### src/rtl/frac_arb_pkg.sv
// Shared types and constants for the fraction-multiplier arbiter and its picker.
package frac_arb_pkg;

    localparam int unsigned MUL_W           = 4;
    localparam int unsigned PROD_W          = 7;
    localparam int unsigned TIMEOUT_DEFAULT = 31;

    typedef enum logic [1:0] {
        IDLE  = 2'd0,
        ISSUE = 2'd1,
        BUSY  = 2'd2,
        RESP  = 2'd3
    } arb_state_e;

    typedef struct packed {
        logic [MUL_W-1:0] mplier;
        logic [MUL_W-1:0] mcand;
    } mul_ops_t;

endpackage

### src/rtl/frac_rr_pick.sv
// Combinational round-robin picker: first set request strictly after 'last', with wrap-around.
module frac_rr_pick #(
    parameter int unsigned N  = 4,
    parameter int unsigned IW = 2
) (
    input  logic [N-1:0]  req,
    input  logic [IW-1:0] last,
    output logic [IW-1:0] grant,
    output logic          any_valid
);

    logic [IW-1:0] idx;

    always_comb begin
        grant     = '0;
        any_valid = 1'b0;
        idx       = '0;
        for (int unsigned k = 1; k <= N; k++) begin
            idx = IW'((32'(last) + k) % N);
            if (!any_valid && req[idx]) begin
                any_valid = 1'b1;
                grant     = idx;
            end
        end
    end

endmodule

### src/rtl/frac_mult_arbiter.sv
// Round-robin sequencer sharing one fraction_multiplier4 between NREQ requesters.
// Optional BUSY watchdog enabled by defining FRAC_ARB_TIMEOUT_EN.
module frac_mult_arbiter
    import frac_arb_pkg::*;
#(
    parameter int unsigned NREQ    = 4,
    parameter int unsigned IDW     = 2,
    parameter int unsigned TIMEOUT = TIMEOUT_DEFAULT
) (
    input  logic                    CLK,
    input  logic                    RST_N,
    input  logic [NREQ-1:0]         req_valid,
    output logic [NREQ-1:0]         req_ready,
    input  logic [MUL_W*NREQ-1:0]   req_mplier,
    input  logic [MUL_W*NREQ-1:0]   req_mcand,
    output logic                    rsp_valid,
    input  logic                    rsp_ready,
    output logic [IDW-1:0]          rsp_id,
    output logic [PROD_W-1:0]       rsp_product,
    output logic                    rsp_err,
    output logic                    mul_st,
    output logic [MUL_W-1:0]        mul_mplier,
    output logic [MUL_W-1:0]        mul_mcand,
    input  logic [PROD_W-1:0]       mul_product,
    input  logic                    mul_done
);

    if (NREQ < 2 || NREQ > 8 || IDW != $clog2(NREQ) || TIMEOUT < 2) begin : g_bad_cfg
        $error("frac_mult_arbiter: unsupported NREQ/IDW/TIMEOUT combination");
    end

    arb_state_e         state_q, state_d;
    logic [IDW-1:0]     last_q, last_d;
    logic [IDW-1:0]     id_q, id_d;
    mul_ops_t           ops_q, ops_d;
    logic               mul_st_q, mul_st_d;
    logic               rsp_valid_q, rsp_valid_d;
    logic [IDW-1:0]     rsp_id_q, rsp_id_d;
    logic [PROD_W-1:0]  rsp_product_q, rsp_product_d;
    logic               busy_first_q, busy_first_d;
    logic               rsp_err_d;
    logic [NREQ-1:0]    req_ready_c;
    logic [IDW-1:0]     pick_id;
    logic               pick_any;

    frac_rr_pick #(
        .N  (NREQ),
        .IW (IDW)
    ) u_pick (
        .req       (req_valid),
        .last      (last_q),
        .grant     (pick_id),
        .any_valid (pick_any)
    );

`ifdef FRAC_ARB_TIMEOUT_EN
    localparam int unsigned CNT_W = ($clog2(TIMEOUT + 1) < 5) ? 5 : $clog2(TIMEOUT + 1);
    logic [CNT_W-1:0] cnt_q, cnt_d;
    logic             rsp_err_q;
`endif

    // Next-state and next-output logic; acceptance pulse is combinational in the grant cycle.
    always_comb begin
        state_d       = state_q;
        last_d        = last_q;
        id_d          = id_q;
        ops_d         = ops_q;
        mul_st_d      = 1'b0;
        rsp_valid_d   = rsp_valid_q;
        rsp_id_d      = rsp_id_q;
        rsp_product_d = rsp_product_q;
        busy_first_d  = 1'b0;
        rsp_err_d     = 1'b0;
        req_ready_c   = '0;
`ifdef FRAC_ARB_TIMEOUT_EN
        cnt_d         = cnt_q;
        rsp_err_d     = rsp_err_q;
`endif
        case (state_q)
            IDLE: begin
                if (pick_any) begin
                    req_ready_c[pick_id] = 1'b1;
                    ops_d.mplier = req_mplier[pick_id*MUL_W +: MUL_W];
                    ops_d.mcand  = req_mcand[pick_id*MUL_W +: MUL_W];
                    id_d         = pick_id;
                    last_d       = pick_id;
                    mul_st_d     = 1'b1;
                    state_d      = ISSUE;
                end
            end
            ISSUE: begin
                busy_first_d = 1'b1;
                state_d      = BUSY;
`ifdef FRAC_ARB_TIMEOUT_EN
                cnt_d        = '0;
`endif
            end
            BUSY: begin
                // Done in the first BUSY cycle may be stale from the previous operation.
                if (mul_done && !busy_first_q) begin
                    rsp_product_d = mul_product;
                    rsp_id_d      = id_q;
                    rsp_err_d     = 1'b0;
                    rsp_valid_d   = 1'b1;
                    state_d       = RESP;
                end
`ifdef FRAC_ARB_TIMEOUT_EN
                else if (cnt_q == CNT_W'(TIMEOUT - 1)) begin
                    rsp_product_d = '0;
                    rsp_id_d      = id_q;
                    rsp_err_d     = 1'b1;
                    rsp_valid_d   = 1'b1;
                    state_d       = RESP;
                end else begin
                    cnt_d = cnt_q + CNT_W'(1);
                end
`endif
            end
            RESP: begin
                if (rsp_ready) begin
                    rsp_valid_d = 1'b0;
                    state_d     = IDLE;
                end
            end
            default: state_d = IDLE;
        endcase
    end

    always_ff @(posedge CLK or negedge RST_N) begin
        if (!RST_N) begin
            state_q       <= IDLE;
            last_q        <= IDW'(NREQ - 1);
            id_q          <= '0;
            ops_q         <= '0;
            mul_st_q      <= 1'b0;
            rsp_valid_q   <= 1'b0;
            rsp_id_q      <= '0;
            rsp_product_q <= '0;
            busy_first_q  <= 1'b0;
        end else begin
            state_q       <= state_d;
            last_q        <= last_d;
            id_q          <= id_d;
            ops_q         <= ops_d;
            mul_st_q      <= mul_st_d;
            rsp_valid_q   <= rsp_valid_d;
            rsp_id_q      <= rsp_id_d;
            rsp_product_q <= rsp_product_d;
            busy_first_q  <= busy_first_d;
        end
    end

`ifdef FRAC_ARB_TIMEOUT_EN
    always_ff @(posedge CLK or negedge RST_N) begin
        if (!RST_N) begin
            cnt_q     <= '0;
            rsp_err_q <= 1'b0;
        end else begin
            cnt_q     <= cnt_d;
            rsp_err_q <= rsp_err_d;
        end
    end

    assign rsp_err = rsp_err_q;
`else
    assign rsp_err = rsp_err_d & 1'b0;
`endif

    assign req_ready   = req_ready_c;
    assign rsp_valid   = rsp_valid_q;
    assign rsp_id      = rsp_id_q;
    assign rsp_product = rsp_product_q;
    assign mul_st      = mul_st_q;
    assign mul_mplier  = ops_q.mplier;
    assign mul_mcand   = ops_q.mcand;

endmodule
### config.mk
export PLATFORM = sky130hd
export DESIGN_NAME = frac_mult_arbiter
export DESIGN_NICKNAME = d
export VERILOG_FILES = /design/src/rtl/frac_arb_pkg.sv /design/src/rtl/frac_rr_pick.sv /design/src/rtl/frac_mult_arbiter.sv
export SDC_FILE = /design/constraint.sdc
export NUM_CORES = 1
export LEC_CHECK = 0
export ABC_AREA = 0
export ABC_CLOCK_PERIOD_IN_PS = 1950
export CAP_MARGIN = 40
export CORE_MARGIN = 3
export CORE_UTILIZATION = 39
export DETAILED_ROUTE_END_ITERATION = 12
export GPL_TIMING_DRIVEN = 0
export PLACE_DENSITY = 0.78
export SETUP_SLACK_MARGIN = 0.3
export SLEW_MARGIN = 40
export SYNTH_ARGS = -nofsm -noshare
export SYNTH_HDL_FRONTEND = slang
export SYNTH_HIERARCHICAL = 1
export SYNTH_SLANG_ARGS = --single-unit
### constraint.sdc
create_clock -name CLK -period 1.95 [get_ports CLK]
set_clock_uncertainty 0.05 [all_clocks]
set_input_delay 0.2925 -clock CLK [delete_from_list [all_inputs] [get_ports CLK]]
set_output_delay 0.2925 -clock CLK [all_outputs]
set_load 0.03 [all_outputs]
==> summary.md, run 1 <==
| Metric | Value |
|---|---|
| Vias/cell | `5.078` |
| Period utilisation layout | `112.4%` |
| Tmin final | `2191 ps` |
| Wirelength per Cell | `roughly 16 um` |
| Initial cell density of the core | `roughly two fifths` |
| Final WL | `between 4 and 5 mm` |
| Internal Power | `about 0.0022 W` |
| Antenna cells | `0` |
| DP Wirelength | `2.790 mm` |
| Global-route wire length before repair | `~5.9 mm` |
| Area Growth Syn to Fin | `80.31%` |
| Crit-path max FO | `5` |
| Distinct cells, synth | `29` |
| DP Worst Slack | `-784.3 ps` |
| Worst-path clk slew | `around 90 ps` |
| Filler instances | `~220` |
| Final hold vios | `0` |
| Die height | `66.82 um` |
| Max-Cap Viols | `0` |
| Placement row count | `21` |
| HP Class | `register to register` |
| CP Class | `register to output port` |
| Residual DRC count | `0` |
| Hold Worst Slack | `438.4 ps` |
| RSZ-0062 raised after global routing | `yes` |
| Largest net degree at the start of global routing | `27` |
| Worst setup SP type | `register` |
| Post-synthesis cell area | `~1400 um^2` |
| Cells after synthesis | `~130` |
| Worst-Skew Late Latency | `about 260 ps` |
| CP cell instances | `mux2i_1 > o221ai_2 > or2_1 > buf_6 > nor2_4 > buf_6` |
| I/O pin total | `slightly above 70` |
| CP max stage delay | `around 600 ps` |
| LEAKAGE | `1.244 nW` |
| Placed Cells incl. Taps | `242` |
| Ys Warns | `6` |
| Final Max Tran Viols | `0` |
| # nets final | `approximately 260` |
| Clock Path Buffers | `2` |
| Synthesized area per cell | `approximately 11 um^2` |
| Sequential power share | `25.5%` |
| Syn Nets | `~180` |
| Total gr overflow | `0` |
| Clock power frac | `a little under an eighth` |
| PwrDens | `1474 nW/um^2` |
| Die area | `about 4500 um^2` |
| Comb power frac | `a little over three fifths` |
| Critical Path RT | `1610 ps` |
| Non-filler cells, final | `between 200 and 300` |
| Critical Path End Type | `output port` |
| Port Buffer Count | `between 60 and 70` |
| Final setup violation count | `8` |
| Iteration count of the initial detailed-routing pass | `4` |
| Root buffer cell | `clkbuf_8` |
| Vias in the first global route | `between 1000 and 1500` |
| Worst Tran Pin Value | `between 500 and 600 ps` |
| Run status | `complete, but fails checks` |
| Max transition margin | `about 63%` |
| Failing checks | `setup timing` |
| #FFs+latches synth | `26` |
| Clk sinks | `26` |
| Final antenna-violating net count | `0` |
| Initial antenna violation count | `0` |
| Final WS setup | `-241.0 ps` |
| Final instance area | `about 2600 um^2` |
| CTS buffer count | `3` |
| Sequential area share after synthesis | `between 40% and 50%` |
| H-tree depth | `1` |
| Switch share | `41.41%` |
| Total GRT Usage | `between 10% and 20%` |
| Cell Area, Placed | `2225 um^2` |
| Share of layout cells above drive strength 1 | `about a third` |
| Worst EP arrival | `between 1500 and 2000 ps` |
| TritonCTS clock tree | `built` |
| Iteration-0 DRC Markers | `60` |
| Sw power | `roughly 0.0016 W` |
| Vias post-DR | `~1300` |
| Gpl congestion | `0.7567` |
| Slowest CP cell | `dfstp_2` |
| Final Power | `~0.0038 W` |
| Worst vdd ir | `between 0.0008 and 0.0009 V` |
| Die X | `approximately 67 um` |
| CP most frequent cell | `buf_6` |
| Maximum clock rate | `456.4 MHz` |
| Placeable Area | `around 3400 um^2` |
[state kept, by name, indices dropped and copies added, names as in the netlist]
name          count
rsp_id            2
id_q              2
mul_mplier        4
last_q            2
busy_first_q      1
rsp_product       7
rsp_valid         1
mul_st            1
mul_mcand         4
state_q           2
[worst paths after layout]
check	slack (ps)	start	to	cells past startpoint
setup / recovery	-240	last_q[1]	req_ready[0]	6
max in group asynchronous	990	RST_N	last_q[1]	2
min in group asynchronous	490	RST_N	state_q[0]	2
setup reg to reg	-20	last_q[1]	mul_mcand[0]	9
hold reg to reg	440	mul_mcand[3]	mul_mcand[3]	2
hold / removal	440	mul_mcand[3]	mul_mcand[3]	2
[routing by layer]
layer	global-route usage, %	share of wire (%)	wire length, um
met3	5.228	10	432
met1	20.70	38	1612
met5	0	0	0
met2	29.95	51	2148
met4	2.284	0	0
[timing repair]
item                       in CTS  in global routing
pin swaps                       4                  1
gates resized for setup        60                 31
setup buffers                   9                  1
hold endpoints to repair       24                  0
setup endpoints to repair      21                 38
hold buffers                    1                  0
[Yosys cell counts]
master / instances / area (um^2)
dfstp_2: 2 / 52.55
conb_1: 1 / 3.750
nor2_1: 7 / 26.28
a21oi_2: 1 / 8.760
mux2i_1: 18 / 180.2
a21oi_1: 3 / 15.01
nand2_1: 18 / 67.56
inv_1: 7 / 26.28
o21ai_0: 1 / 5.000
o221ai_2: 9 / 135.1
mux2_1: 4 / 45.04
nor2b_1: 1 / 6.260
or2_1: 1 / 6.260
a221oi_2: 1 / 15.01
nand3_1: 2 / 10.01
and2b_1: 1 / 7.510
nand2b_1: 3 / 18.77
buf_2: 4 / 20.02
ha_1: 5 / 62.56
dfrtp_1: 24 / 600.6
inv_2: 1 / 3.750
nand3b_1: 1 / 7.510
buf_6: 1 / 11.26
a31oi_1: 1 / 6.260
buf_4: 1 / 7.510
clkbuf_1: 1 / 3.750
o2bb2ai_1: 1 / 8.760
mux2_2: 6 / 67.56
nand2b_4: 1 / 13.76
[final cells by class]
class | instances | area, um^2 | share of cell area (%)
inverter | 8 | 30.03 | 1.154
timing repair buffer | 80 | 810.8 | 31.17
tap | 46 | 57.56 | 2.213
clock inverter | 1 | 30.03 | 1.154
sequential | 26 | 653.1 | 25.11
buffer | 7 | 72.57 | 2.790
clock buffer | 3 | 41.29 | 1.587
multi-input combinational | 86 | 905.9 | 34.82
[critical path, delay by kind of cell (launching register included)]
kind / cells / cell delay [ps]
and+or+nand+nor: 2 / 360
muxes: 1 / 230
AOI/OAI and AO/OA: 1 / 130
buffers and inverters: 2 / 280
DFF: 1 / 590
[placed cells by master (no fill, tap or decap), drive strengths merged, types with 5 or more instances in the layout]
cell type	count
clkdlybuf4s50	41
dfrtp	24
buf	20
nand2	18
mux2i	18
dlymetal6s2s	14
mux2	10
o221ai	9
dlygate4sd2	9
inv	8
nor2	7
ha	5
clkbuf	5
[cells by family after synthesis]
family | Yosys count | synth area share (%)
AOI/OAI and AO/OA | 17 | 13.44
adders and majority gates | 5 | 4.337
buffers and inverters | 15 | 5.030
DFF | 26 | 45.27
muxes | 28 | 20.29
other | 1 | 0.2599
and+or+nand+nor | 35 | 11.36
[through the flow]
stage	setup TNS, ps	util [%]
3_3_place_gp	-3517	64.78
4_1_cts	-650.9	71.21
3_5_place_dp	-4062	64.63
6_report	-898.7	75.57
2_1_floorplan	0	-
5_1_grt	-1529	75.57
[power groups by stage]
stage                     clock, W  combinational (W)  sequential, W
after floorplan                  0           0.000972        0.00136
after global placement           0            0.00202       0.000981
after detailed placement         0            0.00207        0.00100
after CTS                 0.000448            0.00228       0.000983
after global routing      0.000472            0.00259        0.00102
final                     0.000441            0.00241       0.000978
No activity file was read; power rests on OpenSTA's default activity.
==> inputs of run 2 (changes only) <==
- ABC_CLOCK_PERIOD_IN_PS: 1950 -> unset
- SLEW_MARGIN: 40 -> unset
==> run 2 against run 1 <==
The run still ends with setup timing left. Hold slack lost 130 ps. Largest power group unchanged. Clock power is essentially flat. Via count shrank 0.84%. Core utilization shrank 0.95 points. Combinational power is essentially flat. Critical path depth is the same. First-iteration DRC count shrank 60%. Setup slack lost 22 ps. Global-route usage grew 0.44 points. Cell count grew 2.3%. Fmax shrank 0.98%. Sequential cell count is the same.
==> summary.md, run 2 (synthesis results as in run 1) <==
| Metric | Value |
|---|---|
| Vias post-DR | `1294` |
| Worst EP arrival | `around 1900 ps` |
| TritonCTS clock tree | `built` |
| Gpl congestion | `0.7567` |
| Worst setup SP type | `register` |
| Port Buffer Count | `69` |
| LEAKAGE | `1.306 nW` |
| Residual DRC count | `0` |
| CP Class | `register to output port` |
| DP Worst Slack | `-811.3 ps` |
| Vias in the first global route | `1353` |
| Period utilisation layout | `113.5%` |
| Final antenna-violating net count | `0` |
| R2R Path End | `mul_mcand[0]` |
| Antenna cells | `0` |
| Largest register FFs | `7` |
| Share of layout cells above drive strength 1 | `around 31%` |
| DP Wirelength | `between 2 and 3 mm` |
| CP max stage delay | `~610 ps` |
| CP most frequent cell | `buf_6` |
| Tmin final | `around 2200 ps` |
| Maximum clock rate | `451.9 MHz` |
| PwrDens | `about 1500 nW/um^2` |
| Wirelength per Cell | `approximately 16 um` |
| Worst Tran Pin Value | `slightly below 500 ps` |
| Final Max Tran Viols | `0` |
| Final core occ | `roughly 75%` |
| Die area | `about 4500 um^2` |
| Total gr overflow | `0` |
| Run status | `complete, but fails checks` |
| Max-Cap Viols | `0` |
| Die height | `around 67 um` |
| Final setup violation count | `8` |
| Commonest non-fill, non-tap cell in the layout | `clkdlybuf4s50_1` |
| Slowest CP cell | `dfstp_2` |
| Global-route wire length before repair | `between 5 and 6 mm` |
| Largest net degree at the start of global routing | `19` |
| Initial cell density of the core | `41.91%` |
| Placement row count | `21` |
| CTS buffer count | `3` |
| HP Class | `input port to asynchronous set/reset pin` |
| Worst-Skew Late Latency | `between 200 and 300 ps` |
| Worst r2r src | `last_q[1]` |
| Critical Path End Type | `output port` |
| Placeable Area | `3442 um^2` |
| CP cell instances | `mux2i_2 > o221ai_2 > or2_1 > buf_6 > nor2_4 > buf_6` |
| Final hold vios | `0` |
| Final WS setup | `-262.7 ps` |
| FF-to-FF path depth | `8` |
| I/O pin total | `a little over 70` |
| Critical Path RT | `about 1600 ps` |
| Worst setup startpoint | `last_q[1]` |
| Max transition margin | `between 60% and 70%` |
| Iteration count of the initial detailed-routing pass | `4` |
| Area Growth Syn to Fin | `78.06%` |
| Commonest cells after routing, fill and taps aside | `42 x clkdlybuf4s50_1, 24 x dfrtp_1, 16 x mux2i_1, 16 x nand2_1, 16 x buf_4` |
| Worst Setup EP | `req_ready[2]` |
| RSZ-0062 raised after global routing | `yes` |
| Worst reg2reg setup slack | `-30 ps` |
| Final WL | `about 4.2 mm` |
| Clk sinks | `26` |
| Worst-path clk slew | `about 90 ps` |
| Root buffer cell | `clkbuf_8` |
| Failing checks | `setup timing` |
| H-tree depth | `1` |
| Hold bufs inserted after CTS | `0` |
| Clock Path Buffers | `2` |
| # nets final | `270` |
| Iteration-0 DRC Markers | `24` |
| Vias/cell | `4.920` |
| Initial antenna violation count | `0` |
| Filler instances | `approximately 240` |
| Worst vdd ir | `between 0.0008 and 0.0009 V` |
| Crit-path max FO | `7` |
| Die X | `66.82 um` |
| Total GRT Usage | `between 10% and 20%` |
[run 2: changes by cell type in the layout (fill, tap and decap cells not counted), sizes merged]
cell / change
dlymetal6s2s: +1
dlygate4sd2: -1
clkbuf: -1
dlygate4sd3: -1
clkdlybuf4s50: +1
buf: +7
[run 2: timing repair]
item / 4_1_cts / 5_1_grt
setup endpoints to repair: 24 / 34
buffers inserted: 4 / 12
pin swaps: 2 / 3
resized for setup: 48 / 25
[run 2: critical path, delay by kind of cell, from the launching register on]
family / cells / cell delay (ps)
buffers and inverters: 2 / 270
AND/OR/NAND/NOR: 2 / 320
multiplexers: 1 / 250
AO/OA/AOI/OAI: 1 / 150
flip-flops: 1 / 610
[run 2: how the worst min path moves through the flow]
stage / from / endpoint / slack [ps] / depth (start not counted)
final: RST_N / rsp_product[3] / 300 / 1
after global routing: RST_N / rsp_product[3] / 300 / 1
after CTS: RST_N / rsp_product[3] / 310 / 1
after detailed placement: id_q[0] / id_q[0] / 430 / 2
after global placement: id_q[0] / id_q[0] / 410 / 2
after floorplan: RST_N / busy_first_q / -50 / 0
[run 2: cell type report]
class | instances | area, um^2 | area share [%]
repair buffers | 86 | 878.3 | 34.19
multi-input cells | 86 | 804.5 | 31.32
flip-flops and latches | 26 | 653.1 | 25.43
plain buffers | 7 | 73.82 | 2.874
well taps | 46 | 57.56 | 2.241
clock buffers | 3 | 41.29 | 1.607
clock inverters | 1 | 30.03 | 1.169
inverters | 8 | 30.03 | 1.169
[run 2: metal layers]
layer | up-vias | wire (um) | global-route usage [%] | share of wire [%]
met5 | - | 0 | 0 | 0
met4 | 0 | 21 | 3.553 | 0.50
li1 | 623 | - | - | -
met1 | 606 | 1625 | 19.04 | 39
met2 | 63 | 2109 | 31.68 | 50
met3 | 2 | 457 | 6.745 | 11
[run 2: through the flow]
step	hold WS, ps	total power, W	std cells	setup TNS [ps]	instance area (um^2)
2_1_floorplan	-53.09	0.002330	127	0	1481
3_3_place_gp	408.3	0.003005	242	-3517	2230
3_5_place_dp	425.5	0.003089	243	-4090	2257
4_1_cts	306.7	0.003619	251	-882.3	2399
5_1_grt	302.8	0.004040	263	-1760	2569
6_report	303.4	0.003795	263	-1056	2569
[run 2: report_power, final]
| group | switching [W] | total (W) | internal [W] |
|---|---|---|---|
| registers | 0.000153 | 0.000980 | 0.000827 |
| clock network | 0.000164 | 0.000439 | 0.000274 |
| logic | 0.00124 | 0.00238 | 0.00114 |
==> inputs of run 3 (changes only) <==
- SKIP_CTS_REPAIR_TIMING: unset -> 1
- TNS_END_PERCENT: unset -> 20
==> run 3 against run 2 <==
The flow still finishes with violations (setup timing). Critical path depth stayed put. Routed wire length is 5.4% lower. Core utilization is 2.5 points lower. Critical path type unchanged. Largest cell class unchanged.
==> summary.md, run 3 (synthesis results as in run 1) <==
| Metric | Value |
|---|---|
| HP Class | `input port to asynchronous set/reset pin` |
| Wirelength per Cell | `between 15 and 20 um` |
| Placement row count | `21` |
| Commonest cells after routing, fill and taps aside | `45 x clkdlybuf4s50_1, 24 x dfrtp_1, 20 x dlymetal6s2s_1` |
| Maximum clock rate | `between 400 and 500 MHz` |
| Period utilisation layout | `115.6%` |
| Final Max Tran Viols | `0` |
| Die height | `about 67 um` |
| Comb power frac | `a little over three fifths` |
| PwrDens | `1447 nW/um^2` |
| Run status | `complete, but fails checks` |
| I/O pin total | `71` |
| Sequential power share | `27.7%` |
| Clk sinks | `26` |
| Port Buffer Count | `a little under 70` |
| Critical Path RT | `around 1600 ps` |
| Commonest non-fill, non-tap cell in the layout | `clkdlybuf4s50_1` |
| Final WL | `3.986 mm` |
| Largest register FFs | `7` |
| Hold Worst Slack | `around 290 ps` |
| Root buffer cell | `clkbuf_8` |
| H-tree depth | `1` |
| Worst-path clk slew | `90 ps` |
| Crit-path max FO | `7` |
| Vias in the first global route | `between 1000 and 1500` |
| Antenna cells | `0` |
| Gpl congestion | `between 0.7 and 0.8` |
| Iteration count of the initial detailed-routing pass | `4` |
| Largest net degree at the start of global routing | `19` |
| Worst EP arrival | `~1900 ps` |
| Final WS setup | `-304.6 ps` |
| Clock power frac | `about a tenth` |
| Final hold vios | `0` |
| Share of layout cells above drive strength 1 | `roughly 25%` |
| Tmin final | `roughly 2300 ps` |
| Clock Path Buffers | `2` |
| CP Class | `register to output port` |
| Global-route wire length before repair | `around 5.9 mm` |
| Final core occ | `around 72%` |
| Iteration-0 DRC Markers | `28` |
| Initial cell density of the core | `roughly two fifths` |
| Final antenna-violating net count | `0` |
| Final Power | `between 0.003 and 0.004 W` |
| Total GRT Usage | `between 10% and 20%` |
| Vias/cell | `about 5.0` |
| # nets final | `between 200 and 300` |
| Placeable Area | `3442 um^2` |
| Worst-Skew Late Latency | `approximately 270 ps` |
| Final setup violation count | `5` |
| Max-Cap Viols | `0` |
| Initial antenna violation count | `0` |
| DP Wirelength | `around 3 mm` |
| Worst vdd ir | `0.0007670 V` |
| Sw power | `roughly 0.0015 W` |
| Vias post-DR | `between 1000 and 1500` |
| Area Growth Syn to Fin | `71.99%` |
| LEAKAGE | `approximately 1.3 nW` |
| Critical Path End Type | `output port` |
| TritonCTS clock tree | `built` |
| Total gr overflow | `0` |
| Worst setup SP type | `register` |
| Failing checks | `setup timing` |
| Filler instances | `254` |
| Switch share | `a little over two fifths` |
| Final instance area | `roughly 2500 um^2` |
| Die area | `~4500 um^2` |
| Cell Area, Placed | `between 2000 and 2500 um^2` |
| Residual DRC count | `0` |
| RSZ-0062 raised after global routing | `yes` |
| Die X | `approximately 67 um` |
| Internal Power | `approximately 0.0021 W` |
| CTS buffer count | `3` |
| DP Worst Slack | `-845.2 ps` |
run 3: area by class of cell:
type,count,area [um^2],share of cell area [%]
buffer,7,68.82,2.774
inverter,8,30.03,1.210
tap,46,57.56,2.320
clock buffer,4,55.05,2.219
sequential,26,653.1,26.32
timing repair buffer,77,822.0,33.13
multi-input combinational,86,794.5,32.02
run 3: final timing paths:
| kind | start | to | slack (ps) | depth (start not counted) |
|---|---|---|---|---|
| max | last_q[1] | req_ready[2] | -300 | 6 |
| min | RST_N | rsp_product[3] | 290 | 1 |
| max reg2reg | last_q[1] | mul_mplier[3] | 0 | 7 |
| min reg2reg | id_q[0] | id_q[0] | 440 | 2 |
| max in group asynchronous | RST_N | last_q[0] | 1030 | 2 |
| min in group CLK | id_q[0] | id_q[0] | 440 | 2 |
run 3: metal layers:
layer  GRT usage, %  vias up  part of all wire (%)
li1               -      602                     -
met2          31.68       64                    51
met1          19.72      596                    39
met4          4.569        0                   1.0
met3          3.879        3                   8.8
met5              0        -                     0
run 3: stage by stage:
| stage | std cells | TNS (ps) |
|---|---|---|
| final | 254 | -1096 |
| after global routing | 254 | -1478 |
| after CTS | 247 | -3486 |
| after detailed placement | 243 | -4296 |
| after global placement | 242 | -3732 |
| after floorplan | 127 | 0 |
run 3: worst max-delay path, stage by stage, from the launching register on:
cell and delay [ps]:
dfstp_2 610, mux2i_2 260, o221ai_2 150, or2_1 270
buf_8 140, nor2_4 70, buf_6 130
run 3: power groups by stage:
stage | Combinational, W | Sequential [W] | Clock (W)
finish | 0.00225 | 0.000994 | 0.000350
floorplan | 0.000967 | 0.00136 | 0
CTS | 0.00211 | 0.000998 | 0.000365
global placement | 0.00202 | 0.000982 | 0
detailed placement | 0.00210 | 0.00101 | 0
global route | 0.00242 | 0.00103 | 0.000384
==> RTL change (flow settings as in run 1) <==
The 4 states of `arb_state_e` get a one-hot encoding in 4 bits.
--- a/src/rtl/frac_arb_pkg.sv
+++ b/src/rtl/frac_arb_pkg.sv
@@ -5,11 +5,11 @@
     localparam int unsigned PROD_W          = 7;
     localparam int unsigned TIMEOUT_DEFAULT = 31;
 
-    typedef enum logic [1:0] {
-        IDLE  = 2'd0,
-        ISSUE = 2'd1,
-        BUSY  = 2'd2,
-        RESP  = 2'd3
+    typedef enum logic [3:0] {
+        IDLE  = 4'b0001,
+        ISSUE = 4'b0010,
+        BUSY  = 4'b0100,
+        RESP  = 4'b1000
     } arb_state_e;
 
     typedef struct packed {
Check against the original RTL: same outputs for any inputs over 10 cycles, from zero or initial values and one cycle with RST_N low; not proved beyond that.
==> RTL change against run 1 <==
Largest cell class is now buffers. Sequential cell count is 2 higher. Area after synthesis is 4.8% higher. Routed wire length fell by 11%. Total power is 0.23% higher. Design area down 4.2%. Highest routed layer is now met4. Largest power group unchanged. Setup slack lost 47 ps. Count of clock-buffer cells in the layout unchanged. The flow still finishes with violations (setup timing). Fmax decreased by 2.1%.
==> RTL change: results (changes against run 1) <==
min_path:
  hp-start: "rsp_product[1]"
  min_path_cells: 1  # -1
  worstHoldEndpoint: "rsp_product[1]"
final_layout:
  multiInputGateArea_um2: 766  # -15%
  clk_share_pct: 2.86  # +0.12 points
  drive_gt1_share_pct: 40.5  # +6.4 points
  finalNetCount: 238  # -9.8%
  signal_buffers: 88  # +1.1%
  fillCellCount: 261  # +17%
  multi_input_gates: 68  # -21%
  seq_area_um2: 704  # +7.9%
  buf_share_pct: 35.5  # +1.6 points
synth:
  synthTopCellsByArea: "dfrtp_1, mux2_2, mux4_2"
  synth_compound_area_share_pct: 6.13  # -7.3 points
  muxShareOfSynthArea_pct: 30.2  # +9.9 points
  synth_cell_types: 35  # +21%
  synth_fa_ha_area_share_pct: 0  # -4.3 points
  synth_commonest_cells: "dfrtp_1, mux2_2, mux4_2, mux2_4"
  syn_nets: 155  # -13%
critical_path:
  r2r-end: "mul_mcand[3]"
  crit_path_end: "req_ready[2]"
  cp.arrival_ps: 1900  # +50 ps
  reg2reg_setup_slack_ps: -250  # -230 ps
  reg2regPathDepth: 7  # -2
grt:
  globalRouteMet2Util_pct: 30.9  # +0.98 points
  grt_pass1_vias: 1259  # -3.9%
  grt.met1_usage_pct: 17.2  # -3.5 points
  gr-usage-met3_pct: 3.28  # -1.9 points
  grt_pass1_wl_mm: 5.56  # -5.0%
placed_design:
  gp_congestion: 0.755  # -0.20%
outcome:
  status: "finished, violations left"
  violations: "setup timing"
timing:
  maxSlewHeadroom_pct: 61.0  # -1.6 points
  finalSetupViolCount: 12  # +4
  holdWs_ps: 455  # +16.5 ps
  setup_ws_ps: -288  # -46.7 ps
power_and_ir_drop:
  p_leak_nw: 1.14  # -8.0%
  peakVddDrop_mv: 0.573  # -31%
cts:
  cts_sinks: 28  # +7.7%
## RTL change: stage by stage
step,setup WS [ps],setup TNS [ps],area (um2),total power [mW],std cells
3_3_place_gp,-1050,-8170,2280,3.14,223
5_1_grt,-349,-3790,2490,4.06,236
3_5_place_dp,-1040,-8810,2270,3.20,223
4_1_cts,-243,-2480,2410,3.75,234
2_1_floorplan,-135,-618,1530,2.50,108
6_report,-288,-3020,2490,3.84,236
## RTL change: layer usage
metal  up-vias  wire [um]  share of wire (%)
li1        560          -                  -
met1       581       1370                 37
met2        59       1980                 53
met3         2        346                9.3
met4         0         26               0.70
met5         -          0                  0
## RTL change: timing repair
action	in CTS	in global routing
gates cloned	0	1
endpoints found under the setup margin	37	31
setup buffers	6	1
gates resized for setup	52	15
endpoints found under the hold margin	25	0
hold buffers	1	0
pin swaps	3	4
